===== src/rtl/dmem_mmio_responder_pkg.sv =====
// Shared constants for the data-memory MMIO responder: register offsets,
// STATUS bit layout and the default MMIO page.
package mmio_pkg;

  localparam logic [3:0] OFF_TXDATA  = 4'h0;
  localparam logic [3:0] OFF_STATUS  = 4'h1;
  localparam logic [3:0] OFF_CYCLE   = 4'h2;
  localparam logic [3:0] OFF_SCRATCH = 4'h3;

  localparam int ST_EMPTY     = 0;
  localparam int ST_FULL      = 1;
  localparam int ST_OVF       = 2;
  localparam int ST_COUNT_LSB = 8;

  localparam logic [7:0] MMIO_PAGE_DEFAULT = 8'hFF;

  function automatic logic [31:0] status_word(input logic [4:0] count,
                                              input logic       ovf,
                                              input logic       full,
                                              input logic       empty);
    logic [31:0] w;
    w = 32'h0000_0000;
    w[ST_COUNT_LSB +: 5] = count;
    w[ST_OVF]            = ovf;
    w[ST_FULL]           = full;
    w[ST_EMPTY]          = empty;
    return w;
  endfunction

endpackage


===== src/rtl/dmem_mmio_responder_fifo.sv =====
// Synchronous FIFO with drop-on-full push and a valid/ready head.
// Storage is cleared on reset so the head reads zero afterwards.
module mmio_fifo #(
  parameter  int DEPTH = 16,
  parameter  int WIDTH = 32,
  localparam int AW    = $clog2(DEPTH),
  localparam int CW    = AW + 1
) (
  input  logic             clock,
  input  logic             reset,
  input  logic             push,
  input  logic [WIDTH-1:0] push_data,
  input  logic             ready,
  output logic [WIDTH-1:0] head,
  output logic             valid,
  output logic             full,
  output logic             empty,
  output logic [CW-1:0]    count,
  output logic             drop
);

  localparam logic [AW-1:0] PTR_ONE   = AW'(1);
  localparam logic [CW-1:0] CNT_ONE   = CW'(1);
  localparam logic [CW-1:0] CNT_DEPTH = CW'(DEPTH);

  logic [WIDTH-1:0] mem_q [DEPTH];
  logic [WIDTH-1:0] mem_d [DEPTH];
  logic [AW-1:0]    wr_ptr_q, wr_ptr_d;
  logic [AW-1:0]    rd_ptr_q, rd_ptr_d;
  logic [CW-1:0]    count_q, count_d;
  logic             do_push;
  logic             do_pop;

  assign full  = (count_q == CNT_DEPTH);
  assign empty = (count_q == {CW{1'b0}});
  assign valid = ~empty;
  assign head  = mem_q[rd_ptr_q];
  assign count = count_q;

  // A full FIFO still accepts a push when the head leaves in the same cycle.
  always_comb begin
    do_pop  = ready & ~empty;
    do_push = push & (~full | do_pop);
    drop    = push & full & ~do_pop;

    mem_d = mem_q;
    if (do_push) begin
      mem_d[wr_ptr_q] = push_data;
    end else begin
      mem_d[wr_ptr_q] = mem_q[wr_ptr_q];
    end

    if (do_push) begin
      wr_ptr_d = wr_ptr_q + PTR_ONE;
    end else begin
      wr_ptr_d = wr_ptr_q;
    end

    if (do_pop) begin
      rd_ptr_d = rd_ptr_q + PTR_ONE;
    end else begin
      rd_ptr_d = rd_ptr_q;
    end

    case ({do_push, do_pop})
      2'b10:   count_d = count_q + CNT_ONE;
      2'b01:   count_d = count_q - CNT_ONE;
      default: count_d = count_q;
    endcase
  end

  always_ff @(posedge clock or posedge reset) begin
    if (reset) begin
      for (int i = 0; i < DEPTH; i++) begin
        mem_q[i] <= {WIDTH{1'b0}};
      end
      wr_ptr_q <= {AW{1'b0}};
      rd_ptr_q <= {AW{1'b0}};
      count_q  <= {CW{1'b0}};
    end else begin
      mem_q    <= mem_d;
      wr_ptr_q <= wr_ptr_d;
      rd_ptr_q <= rd_ptr_d;
      count_q  <= count_d;
    end
  end

endmodule


===== src/rtl/dmem_mmio_responder.sv =====
// Data-memory port responder: passes ordinary accesses to dmem and decodes
// the top 16 words as TX FIFO, STATUS, CYCLE counter and SCRATCH registers.
module dmem_mmio_responder
  import mmio_pkg::*;
#(
  parameter int         FIFO_DEPTH = 16,
  parameter logic [7:0] MMIO_PAGE  = MMIO_PAGE_DEFAULT
) (
  input  logic        clock,
  input  logic        reset,
  input  logic [11:0] address_dmem,
  input  logic [31:0] data,
  input  logic        wren,
  input  logic        stb,
  output logic [31:0] q_dmem,
  input  logic [31:0] dmem_q,
  output logic        dmem_wren,
  output logic [31:0] tx_data,
  output logic        tx_valid,
  input  logic        tx_ready
);

  localparam int CW = $clog2(FIFO_DEPTH) + 1;

  logic          hit;
  logic [3:0]    offset;
  logic          wr_hit;
  logic          push;
  logic          ovf_clr;
  logic          fifo_full;
  logic          fifo_empty;
  logic          fifo_drop;
  logic [CW-1:0] fifo_count;
  logic [4:0]    status_count;
  logic [31:0]   rd_val;

  logic [31:0]   cycle_q, cycle_d;
  logic [31:0]   scratch_q, scratch_d;
  logic          overflow_q, overflow_d;
  logic          sel_q, sel_d;
  logic [31:0]   mmio_q, mmio_d;

  mmio_fifo #(
    .DEPTH (FIFO_DEPTH),
    .WIDTH (32)
  ) u_tx_fifo (
    .clock     (clock),
    .reset     (reset),
    .push      (push),
    .push_data (data),
    .ready     (tx_ready),
    .head      (tx_data),
    .valid     (tx_valid),
    .full      (fifo_full),
    .empty     (fifo_empty),
    .count     (fifo_count),
    .drop      (fifo_drop)
  );

  // Only the stb cycle of a store may cause a side effect; reads never do.
  always_comb begin
    hit          = (address_dmem[11:4] == MMIO_PAGE);
    offset       = address_dmem[3:0];
    wr_hit       = stb & wren & hit;
    dmem_wren    = wren & ~hit;
    push         = wr_hit & (offset == OFF_TXDATA);
    ovf_clr      = wr_hit & (offset == OFF_STATUS) & data[ST_OVF];
    status_count = 5'(fifo_count);

    if (wr_hit && (offset == OFF_CYCLE)) begin
      cycle_d = data;
    end else begin
      cycle_d = cycle_q + 32'd1;
    end

    if (wr_hit && (offset == OFF_SCRATCH)) begin
      scratch_d = data;
    end else begin
      scratch_d = scratch_q;
    end

    if (fifo_drop) begin
      overflow_d = 1'b1;
    end else if (ovf_clr) begin
      overflow_d = 1'b0;
    end else begin
      overflow_d = overflow_q;
    end

    case (offset)
      OFF_STATUS:  rd_val = status_word(status_count, overflow_q, fifo_full, fifo_empty);
      OFF_CYCLE:   rd_val = cycle_q;
      OFF_SCRATCH: rd_val = scratch_q;
      default:     rd_val = 32'h0000_0000;
    endcase

    sel_d  = hit;
    mmio_d = rd_val;
  end

  always_ff @(posedge clock or posedge reset) begin
    if (reset) begin
      cycle_q    <= 32'h0000_0000;
      scratch_q  <= 32'h0000_0000;
      overflow_q <= 1'b0;
      sel_q      <= 1'b0;
      mmio_q     <= 32'h0000_0000;
    end else begin
      cycle_q    <= cycle_d;
      scratch_q  <= scratch_d;
      overflow_q <= overflow_d;
      sel_q      <= sel_d;
      mmio_q     <= mmio_d;
    end
  end

  // Same one-cycle latency as the dmem syncram, so the processor sees no difference.
  assign q_dmem = sel_q ? mmio_q : dmem_q;

endmodule


===== config.mk =====
export PLATFORM = sky130hd
export DESIGN_NAME = dmem_mmio_responder
export DESIGN_NICKNAME = d
export VERILOG_FILES = /design/src/rtl/dmem_mmio_responder_pkg.sv /design/src/rtl/dmem_mmio_responder_fifo.sv /design/src/rtl/dmem_mmio_responder.sv
export SDC_FILE = /design/constraint.sdc
export NUM_CORES = 2
export LEC_CHECK = 0
export CAP_MARGIN = 20
export CORE_ASPECT_RATIO = 1.25
export CORE_MARGIN = 8
export CORE_UTILIZATION = 61
export DETAILED_ROUTE_END_ITERATION = 7
export PLACE_DENSITY = 0.8
export SLEW_MARGIN = 20
export SYNTH_ARGS = -nofsm -noshare
export SYNTH_HDL_FRONTEND = slang
export SYNTH_HIERARCHICAL = 1
export SYNTH_SLANG_ARGS = --single-unit

===== constraint.sdc =====
create_clock -name clock -period 17.65 [get_ports clock]
set_input_delay 1.765 -clock clock [delete_from_list [all_inputs] [get_ports clock]]
set_output_delay 1.765 -clock clock [all_outputs]
set_load 0.05 [all_outputs]

======== Yosys cells after proc, flatten, opt, wreduce, memory -nomap -nowiden ========
Index checks and enable logic that the tools add are counted.
W data, S select, Z words.
storage, ports and cells
  flip-flop bits (word level) ............. 623
  input bits .............................. 81
  output and inout port bits .............. 66
  logic and storage cells ................. 80
operators by class
  add/subtract/negate cells ............... 5
  order comparisons ....................... 3
  equality and inequality tests ........... 7
  multiplexer cells ....................... 17
  bitwise operators ....................... 17
  reduce and logical (&&, ||, !) cells .... 7
operator list
  kind                     number
  $bwmux W512              2
  $mux W512                1
  $bmux W32 S4             2
  $mux W32                 7
  $demux W32 S4            1
  $pmux W32 S3             1
  $add A32 B1 Y32 const B  1
  $and A1 B1 Y1            10
  $ge A5 B5 Y1 const B     2
  $not A4 Y5               2
  $pmux W5 S2              1
  $add A4 B1 Y4 const B    2
  $eq A4 B2 Y1 const B     2
  $eq A8 B8 Y1 const B     1
  $add A5 B1 Y5 const B    1
  $eq A5 B5 Y1 const B     1
  $logic_not A5 Y1         1
  $lt A5 B1 Y1 const B     1
  $sub A5 B1 Y5 const B    1
  $eq A4 B1 Y1 const B     1
  $logic_not A4 Y1         1
  $not A1 Y1               4
  $reduce_bool A2 Y1       2
  $logic_and A1 B1 Y1      3
  other kinds (4)          5

======== Logic depth before layout (Yosys ltp) ========
  word-level depth ........................ 7
  gate-level depth with buffers ........... 17
  gate-level depth less buffers ........... 15

======== Modules after synthesis ========
The synthesis kept the hierarchy.
by module, submodules not included
  module               instances  cells each  area each (µm²)  seq. area each (µm²)
  mmio_fifo            1          2,410       26,710.6         13,137.6
  dmem_mmio_responder  1          398         4,728.3          2,452.4

======== Least setup slack after synthesis ========
OpenSTA, ideal clock, no wires.
  path type ............................... input -> register
  start point ............................. input address_dmem[10]
  end point ............................... register u_tx_fifo.count_q[4] (netlist: u_tx_fifo/count[4])
  library setup time ...................... 0.125 ns
  arrival ................................. 4.700 ns
  required time ........................... 17.525 ns
  path slack .............................. 12.826 ns
  stages on the path ...................... 16
  buffers on the path ..................... 2
  cells stage by stage .................... nand4_1 nor2_1 nand3_1 nor4b_1 inv_1 a31oi_1 inv_1 buf_2 buf_1 ha_1 ha_1 nor2b_1 o21ai_0 a21oi_1 or3b_2 xnor2_1
between the ends
  longest elaborated chain between the ends .. 6
  elaborated cells on any way between the ends .. 8
  classes of those cells .................. 3 x eq/ne; 1 x mux; 3 x bitwise; 1 x reduce/logical
RTL lines
  what                                               line                            RTL
  from (decl)                                        dmem_mmio_responder.sv:11       input logic [11:0] address_dmem,
  $eq A8 B8 Y1 (*)                                   dmem_mmio_responder.sv:62       hit = (address_dmem[11:4] == MMIO_PAGE);
  via hit                                            dmem_mmio_responder.sv:25       logic hit;
  $and A1 B1 Y1 (*)                                  dmem_mmio_responder.sv:64       wr_hit = stb & wren & hit;
  $and A1 B1 Y1 (*)                                  dmem_mmio_responder.sv:66       push = wr_hit & (offset == OFF_TXDATA);
  via push                                           dmem_mmio_responder.sv:28       logic push;
  $and A1 B1 Y1 (*)                                  dmem_mmio_responder_fifo.sv:43  do_push = push & (~full | do_pop);
  $eq A2 B1 Y1 or $eq A2 B2 Y1 (tied branches)       dmem_mmio_responder_fifo.sv:65  case ({do_push, do_pop})
  $pmux W5 S2 or $reduce_bool A2 Y1 (tied branches)  --
  to (signal assigned)                               dmem_mmio_responder_fifo.sv:79  count_q <= {CW{1'b0}};
  to (signal assigned)                               dmem_mmio_responder_fifo.sv:84  count_q <= count_d;
  to (decl)                                          dmem_mmio_responder_fifo.sv:30  logic [CW-1:0] count_q, count_d;
Mark *: on every way through the listed nets, which the timed path passes. The rest lies on a longest branch.
A chain may end at the register's enable or synchronous reset.

======== Worst setup path in the final report ========
  start point ............................. register u_tx_fifo.rd_ptr_q[1]
  end point ............................... output tx_data[12]
between the ends
  longest elaborated chain between the ends .. 4
RTL lines
  what                                         line                            RTL
  from (decl)                                  dmem_mmio_responder_fifo.sv:29  logic [AW-1:0] rd_ptr_q, rd_ptr_d;
  from (signal assigned)                       dmem_mmio_responder_fifo.sv:78  rd_ptr_q <= {AW{1'b0}};
  from (signal assigned)                       dmem_mmio_responder_fifo.sv:83  rd_ptr_q <= rd_ptr_d;
  $not A4 Y5 (not written as such)             dmem_mmio_responder_fifo.sv:37  assign head = mem_q[rd_ptr_q];
  $bmux W32 S4                                 dmem_mmio_responder_fifo.sv:37
  $mux W32 (not written as such) (2 in a row)  dmem_mmio_responder_fifo.sv:37
  to (decl)                                    dmem_mmio_responder.sv:18       output logic [31:0] tx_data,
No other way between the ends. The select of a mux whose other input is x is not followed.

==> out/metrics.yaml <==
status: "finished clean"
synth_area_leaders: "dfrtp_1 (50%), mux4_2 (15%), o21ai_0 (8.4%)"
switching_share: 0.298
first_iter_violations: 2506
r2r_slack_ns: 13.91
power_frac_seq: 0.433
clock_sinks: 623
rsz0062_at_grt: "no"
cellLeakagePower_uw: 0.0158
cp.required_ns: 15.88
power.switching_uw: 1110
worstHoldEndpoint: "mmio_q[5]"
yosys.area.top_type: "dfrtp_1"
period_share: 0.380
holdPathStages: 1
synth_seq_cells: 623
chipHeight_um: 270
reg2reg_depth: 12
internal_power_uw: 2610
syn_area_um2: 31400
most-common-layout-cells: "dfrtp_1 (616), nand2_1 (557), o21ai_0 (528)"
fmax_ghz: 0.149
combPwrFrac: 0.214
utilization: 0.687
slowest_stage: "dfrtp_4"
num_io_pins: 147
gp_congestion: 0.840
n_antenna_cell: 0
port_buffers: 146
yosysWarnings: 6
start_util: 0.614
grt_remaining_overflow: 0
drc: 0
final_layout_size_suffix_gt1_frac: 0.160
cp_max_fo: 46
place_area_um2: 33100
ys_types: 58
cts_setup_buffers: 0
place_ws_ns: 11.49
slew_headroom: 0.215
clock-skew-final_ns: 0.0116
layout-area-overhead-vs-synth_pct: 11.9
ir_drop_mv: 0.0715
layout_commonest_cell: "dfrtp_1"
clkSlewWorstSetupHoldPaths_ns: 0.07
grt_max_degree: 179
cpPeakStageDelay_ns: 0.91
wl_um: 89900
hpwlAfterDp_um: 53600
grt_first_pass_wirelength_um: 141000
antenna_found_initial: 2
cts_buffers: 58
worstHoldStart: "scratch_q[5]"
drt_pass1_iterations: 7
cts_resized: 0
final_nets: 2905
cts-root-buf: "clkbuf_16"
reg2reg_to: "u_tx_fifo/count[4]"
synth_seq_area_share: 0.496
final_area_um2: 35200
viasPerCell: 6.84
tightest_slew_ns: 1.18
syn_area_per_cell_um2: 11.2
worst_slack_ns: 10.95
first_global_vias: 25100
post-route-min-period_ns: 6.70
cp-start-kind: "flip-flop"
hold_class: "reg -> reg"
synth_top_cell_area_share: 0.496
grt_usage: 0.304
fillers: 3512
worst_skew_pair.late_latency_ns: 0.60
hold_buffers: 0
via_count: 24100
syn_nets: 2900
timing.rr.start: "u_tx_fifo/count[1]"
row_count: 93
final.setup.tns_ns: 0
critical_path.cell_chain: "buf_4, buf_4, mux4_2, mux4_2, clkdlybuf4s50_1"
power.share.clock: 0.352
power_uw: 3720
cts_tree: "done"
max_cap_violations: 0
hold_viol: 0
coreArea_um2: 51200
die-width_um: 219
fp.dieArea_um2: 59100
wl_per_cell_um: 25.5
cts_buffer_depth: 3
crit_type: "reg -> out"
drtAntennaViolNets: 0
p_per_area_nw_per_um2: 106
setup_viol: 0
crit_path_end_kind: "primary output"
slew_violations: 0
cp.arrival_ns: 4.93
h-tree-depth: 2
synth_cells: 2808
state kept, by name (all words and copies together), names as in the netlist:
signal,cells
scratch_q,32
overflow_q,1
sel_q,1
mmio_q,32
u_tx_fifo/rd_ptr_q,4
cycle_q,32
u_tx_fifo/mem_q,512
u_tx_fifo/count,5
u_tx_fifo/wr_ptr_q,4
layer usage:
metal | track usage | vias up | wire length, um
met5 | 0 | - | 11
met1 | 0.378 | 12000 | 32000
met4 | 0.171 | 2 | 5270
met2 | 0.487 | 1491 | 43000
met3 | 0.0714 | 383 | 9600
li1 | - | 10200 | -
layout make-up:
type,instances,area (um^2),share of cell area
repair buffers,183,1780,0.0505
well taps,665,832,0.0237
multi-input cells,1919,14800,0.421
inverters,28,115,0.00327
flip-flops and latches,623,15600,0.444
clock inverters,11,183,0.00519
clock buffers,95,1830,0.0522
critical path, delay by kind of cell, from the launching register on:
family / cells / cell delay [ns]
buffers and inverters: 3 / 2.23
DFF: 1 / 0.91
muxes: 2 / 1.11
worst max-delay path by stage:
stage	startpoint	to	cells after the start
floorplan	reset	u_tx_fifo/count[0]	1
global placement	address_dmem[10]	u_tx_fifo/count[4]	16
detailed placement	address_dmem[8]	u_tx_fifo/count[4]	16
CTS	u_tx_fifo/rd_ptr_q[1]	tx_data[17]	5
global route	u_tx_fifo/rd_ptr_q[1]	tx_data[12]	5
finish	u_tx_fifo/rd_ptr_q[1]	tx_data[12]	5
cell families (layout without fill, tap and decap cells):
logic type      after synthesis  after routing  share of synthesized area
compound gates              726            726                      0.129
xor+xnor                     39             39                     0.0109
fa+ha+maj                    11             11                    0.00462
buf+inv                     266            317                     0.0367
flops                       623            623                      0.496
mux                         451            451                      0.229
simple gates                692            692                     0.0936
Yosys cell counts, drive strengths merged:
cell       n
nand2    571
buf       83
nand2b     1
mux2i    174
or3b       4
ha        10
mux4     208
or3        1
nor4       6
nor2      14
o22ai     80
inv       28
xor2      11
o21bai    15
a31oi      1
and4       7
and3       6
and2       1
nand3b     3
fa         1
or2b       1
xnor2     28
a222oi     8
o2bb2ai   31
dfrtp    623
nor3      41
nor4b      3
a21oi     19
nand4     10
nand3     17
or4        2
a22o      24
mux2      69
o31a       1
clkbuf   155
a21o       1
nor2b      4
o21ai    546
stage by stage:
step	hold slack, ns	cells
finish	0.488	3524
global route	0.499	3524
CTS	0.488	3523
detailed placement	0.472	3417
global placement	0.472	3417
floorplan	0.455	2808
power by group through the flow:
stage                     Sequential, uW  Clock (uW)  Combinational [uW]
after floorplan                     1560           0                 632
after global placement              1630           0                 773
after detailed placement            1640           0                 789
after CTS                           1610        1320                 795
after global routing                1620        1380                 847
final                               1610        1310                 798
Note: power is estimated with default switching activity, not from simulation.
